$ cat config.mk
export PLATFORM = sky130hd
export DESIGN_NAME = seq_right_shifter
export DESIGN_NICKNAME = d
export VERILOG_FILES = /design/src/rtl/rsh_pkg.sv /design/src/rtl/shift_step.sv /design/src/rtl/seq_right_shifter.sv
export SDC_FILE = /design/constraint.sdc
export NUM_CORES = 1
export LEC_CHECK = 0
export CORE_ASPECT_RATIO = 1.4
export CORE_UTILIZATION = 30
export DETAILED_ROUTE_END_ITERATION = 10
export MAX_ROUTING_LAYER = met4
export PLACE_DENSITY_LB_ADDON = 0.25
export SYNTH_ARGS = -nofsm -noshare
export SYNTH_HDL_FRONTEND = slang
export SYNTH_SLANG_ARGS = --single-unit
$ cat constraint.sdc
create_clock -name clk -period 2.3 [get_ports clk]
set_clock_uncertainty 0.1 [all_clocks]
set_input_delay 0.575 -clock clk [delete_from_list [all_inputs] [get_ports clk]]
set_output_delay 0.575 -clock clk [all_outputs]
set_load 0.005 [all_outputs]
$ cat src/rtl/rsh_pkg.sv
// Shared definitions for the sequential right shifter.
// Holds mode codes, FSM state encoding and default widths.
package rsh_pkg;

    localparam int RSH_WIDTH = 16;
    localparam int RSH_SHW   = 4;

    localparam logic [1:0] MODE_SRL = 2'b00;
    localparam logic [1:0] MODE_SRA = 2'b01;
    localparam logic [1:0] MODE_ROR = 2'b10;

    typedef enum logic [1:0] {
        IDLE  = 2'b00,
        SHIFT = 2'b01,
        DONE  = 2'b10
    } rsh_state_t;

endpackage

$ cat src/rtl/shift_step.sv
// Combinational single-bit right step (SRL / SRA / ROR).
// Ports: value (in), mode (in), stepped (out); mode 2'b11 acts as SRL.
module shift_step
    import rsh_pkg::*;
#(
    parameter int WIDTH = RSH_WIDTH
) (
    input  logic [WIDTH-1:0] value,
    input  logic [1:0]       mode,
    output logic [WIDTH-1:0] stepped
);

    always_comb begin
        stepped = {1'b0, value[WIDTH-1:1]};
        unique case (1'b1)
            (mode == MODE_SRA):
                stepped = {value[WIDTH-1], value[WIDTH-1:1]};
            (mode == MODE_ROR):
                stepped = {value[0], value[WIDTH-1:1]};
            default:
                stepped = {1'b0, value[WIDTH-1:1]};
        endcase
    end

endmodule

$ cat src/rtl/seq_right_shifter.sv
// Multi-cycle right shift/rotate unit, one bit position per clock.
// Ports: clk, rst, start, Ip, shift_mag, mode -> busy, done, Op.
module seq_right_shifter
    import rsh_pkg::*;
#(
    parameter int WIDTH = RSH_WIDTH,
    parameter int SHW   = RSH_SHW
) (
    input  logic             clk,
    input  logic             rst,
    input  logic             start,
    input  logic [WIDTH-1:0] Ip,
    input  logic [SHW-1:0]   shift_mag,
    input  logic [1:0]       mode,
    output logic             busy,
    output logic             done,
    output logic [WIDTH-1:0] Op
);

    rsh_state_t       state;
    logic [SHW-1:0]   count;
    logic [1:0]       mode_q;
    logic [WIDTH-1:0] op_next;

    shift_step #(
        .WIDTH (WIDTH)
    ) u_step (
        .value   (Op),
        .mode    (mode_q),
        .stepped (op_next)
    );

    always_ff @(posedge clk) begin
        if (rst) begin
            state  <= IDLE;
            busy   <= 1'b0;
            done   <= 1'b0;
            Op     <= '0;
            count  <= '0;
            mode_q <= MODE_SRL;
        end else begin
            unique case (state)
                IDLE, DONE: begin
                    // Accepting in DONE gives back-to-back issue.
                    state <= IDLE;
                    busy  <= 1'b0;
                    done  <= 1'b0;
                    if (start) begin
                        Op     <= Ip;
                        count  <= shift_mag;
                        mode_q <= mode;
                        if (shift_mag != '0) begin
                            state <= SHIFT;
                            busy  <= 1'b1;
                        end else begin
                            state <= DONE;
                            done  <= 1'b1;
                        end
                    end
                end
                SHIFT: begin
                    Op    <= op_next;
                    count <= count - 1'b1;
                    if (count == SHW'(1)) begin
                        state <= DONE;
                        busy  <= 1'b0;
                        done  <= 1'b1;
                    end
                end
                default: begin
                    state <= IDLE;
                    busy  <= 1'b0;
                    done  <= 1'b0;
                end
            endcase
        end
    end

endmodule

==> flow_metrics.py <==
metrics = {
    "power_and_ir_drop": {
        "p_total_mw": 1.05,
        "vdd_drop_max_mv": 0.317,
        "power_density_nw_per_um2": 646,
        "p_leak_nw": 0.605,
    },
    "placed_design": {
        "portBuffers": 42,
        "dp_hpwl_mm": 2.11,
        "post-place-ws_ns": 0.288,
        "placed_area_um2": 1580,
        "place_congestion": 0.713,
    },
    "cells_and_area": {
        "nNetsFinal": 210,
        "diodes": 0,
        "final_area_um2": 1630,
        "area_growth_pct": 46.1,
        "final_layout_size_suffix_gt1_share_pct": 7.14,
        "multi_input_area_um2": 542,
        "fillers": 371,
        "regArea_um2": 500,
        "post-route-util_pct": 46.8,
    },
    "synth": {
        "synthTopCellsByCount": "nand2_1 (36), dfxtp_1 (25), a31oi_1 (15)",
        "netlist_area_um2": 1110,
        "synthArstFlopShare_pct": 0,
        "synth.distinct_cells": 30,
        "synth_ff_type": "dfxtp_1",
        "synth_top_area_share_pct": 44.9,
        "synth.area.top_cells": "dfxtp_1 (45%), nand2_1 (12%), a31oi_1 (8.4%)",
        "synth_top_cell_by_area": "dfxtp_1",
        "yosysWarnings": 0,
        "synth-edff-count": 0,
        "syn-mean-instance-area_um2": 7.95,
        "synth_nets": 167,
        "synth_cells": 140,
        "synth-seq-cells": 25,
        "synth.most_common_cell": "nand2_1",
        "yosysSeqAreaShare_pct": 44.9,
    },
    "clock_network": {
        "clock_latency_ns": 0.26,
        "clock_path_buffers": 2,
        "clk_pin_slew_ns": 0.08,
        "cts_tree": "done",
        "postCtsSetupRepairBufs": 0,
        "numCtsBuffers": 3,
        "cts_hold_buffers": 0,
        "htreeDepth": 1,
        "cts_root_buf": "clkbuf_8",
        "cts.repair.resized": 0,
        "cts_sinks": 25,
    },
    "die": {
        "initial_core_util_pct": 32.1,
        "die_h_um": 74.1,
        "dieArea_um2": 3960,
        "core_area_um2": 3470,
        "ios": 43,
        "die_w_um": 53.5,
        "fp-row-count": 25,
    },
    "outcome": {
        "outcome": "completed",
    },
    "sta": {
        "max-slew-margin-rel_pct": 75.7,
        "clock.fmax_mhz": 545,
        "finalSetupViolations": 0,
        "tns_ns": 0,
        "fin_ws_ns": 0.465,
        "worst_pin_slew_ns": 0.364,
        "final-max-slew-violation-count": 0,
        "fin_crit_ns": 1.83,
        "rsz0062_at_grt": "no",
        "hold_violations": 0,
        "post-route-period-util_pct": 79.8,
    },
    "worst_setup_path": {
        "cp_top_family": "buffers and inverters",
        "rr_worst_depth": 4,
        "worstSetupStartpointType": "flip-flop",
        "crit_slowest_cell": "clkdlybuf4s50_1",
        "crit_path_end_kind": "primary output",
        "critical_path_arrival_ns": 1.16,
        "cp.required_ns": 1.62,
        "critPathMaxStageDelay_ns": 0.52,
        "worst-path-max-fanout": 3,
        "crit_chain": "clkdlybuf4s50_1",
        "path_depth": 1,
        "worst-path-buf-inv": 1,
        "critical_path_class": "flip-flop to primary output",
    },
    "detailed_routing": {
        "vias_per_cell": 5.08,
        "wl_mm": 2.89,
        "wire_per_inst_um": 13.0,
        "vias": 1128,
        "ant_nets": 0,
        "drt_iter0_markers": 20,
        "drc": 0,
        "first_pass_iters": 3,
    },
    "min_path": {
        "hold_class": "flip-flop to flip-flop",
        "hold_depth": 2,
    },
    "global_route": {
        "grt_pass1_vias": 1153,
        "grt_pass1_wl_mm": 4.74,
        "track_usage_pct": 16.1,
        "grt_max_degree": 31,
        "antenna_found_initial": 0,
        "overflow": 0,
    },
    "run": {
        "cap_violations": 0,
    },
}
## path summary, 6_finish.rpt
kind	startpoint	endpoint	slack, ns
setup reg to reg	done	Op[14]	0.78
hold / removal	mode_q[0]	mode_q[0]	0.37
hold reg to reg	mode_q[0]	mode_q[0]	0.37
setup / recovery	Op[0]	Op[0]	0.47
## report_power, final
| group | switching [mW] | internal (mW) |
|---|---|---|
| sequential | 0.0373 | 0.481 |
| clock | 0.136 | 0.121 |
| combinational | 0.119 | 0.157 |
## layout make-up
class,instances,share of cell area [%]
repair buffers,49,29.1
flip-flops and latches,25,30.8
clock inverters,1,0.308
clock buffers,3,2.54
multi-input cells,100,33.3
well taps,40,3.08
inverters,4,0.923
## flip-flops by register name, summed over array words and instances (netlist names)
| register | flops |
|---|---|
| Op | 16 |
| count | 4 |
| mode_q | 2 |
| busy | 1 |
| done | 1 |
| state | 1 |
## cells by family after synthesis
family / after synthesis / share of synthesized area, %
simple gates: 52 / 20.6
compound gates: 46 / 25.6
flops: 25 / 44.9
buf+inv: 15 / 6.63
fa+ha+maj: 2 / 2.25
## per-stage QoR
stage | std cells | hold slack, ns
3_5_place_dp | 218 | 0.365
2_1_floorplan | 140 | 0.340
5_1_grt | 222 | 0.404
3_3_place_gp | 218 | 0.355
4_1_cts | 222 | 0.377
6_report | 222 | 0.375
## cells in the final DEF, fill, tap and decap left out, types with 2 or more instances in the layout
cell type	count
inv_1	3
a32oi_1	2
clkdlybuf4s50_1	42
clkbuf_8	3
a31oi_1	15
o21ai_1	4
o21ai_0	11
ha_1	2
nor2_1	2
buf_4	7
a21oi_1	6
dfxtp_1	25
or3_1	2
nand2_1	36
nor2b_1	2
nand2b_1	2
nand3_1	3
## metal layers
metal	GRT usage, %	wire length [um]
met1	19.3	1350
met2	27.8	1400
met3	2.04	130
met4	4.39	11
met5	-	0
No activity file was read; power rests on OpenSTA's default activity.
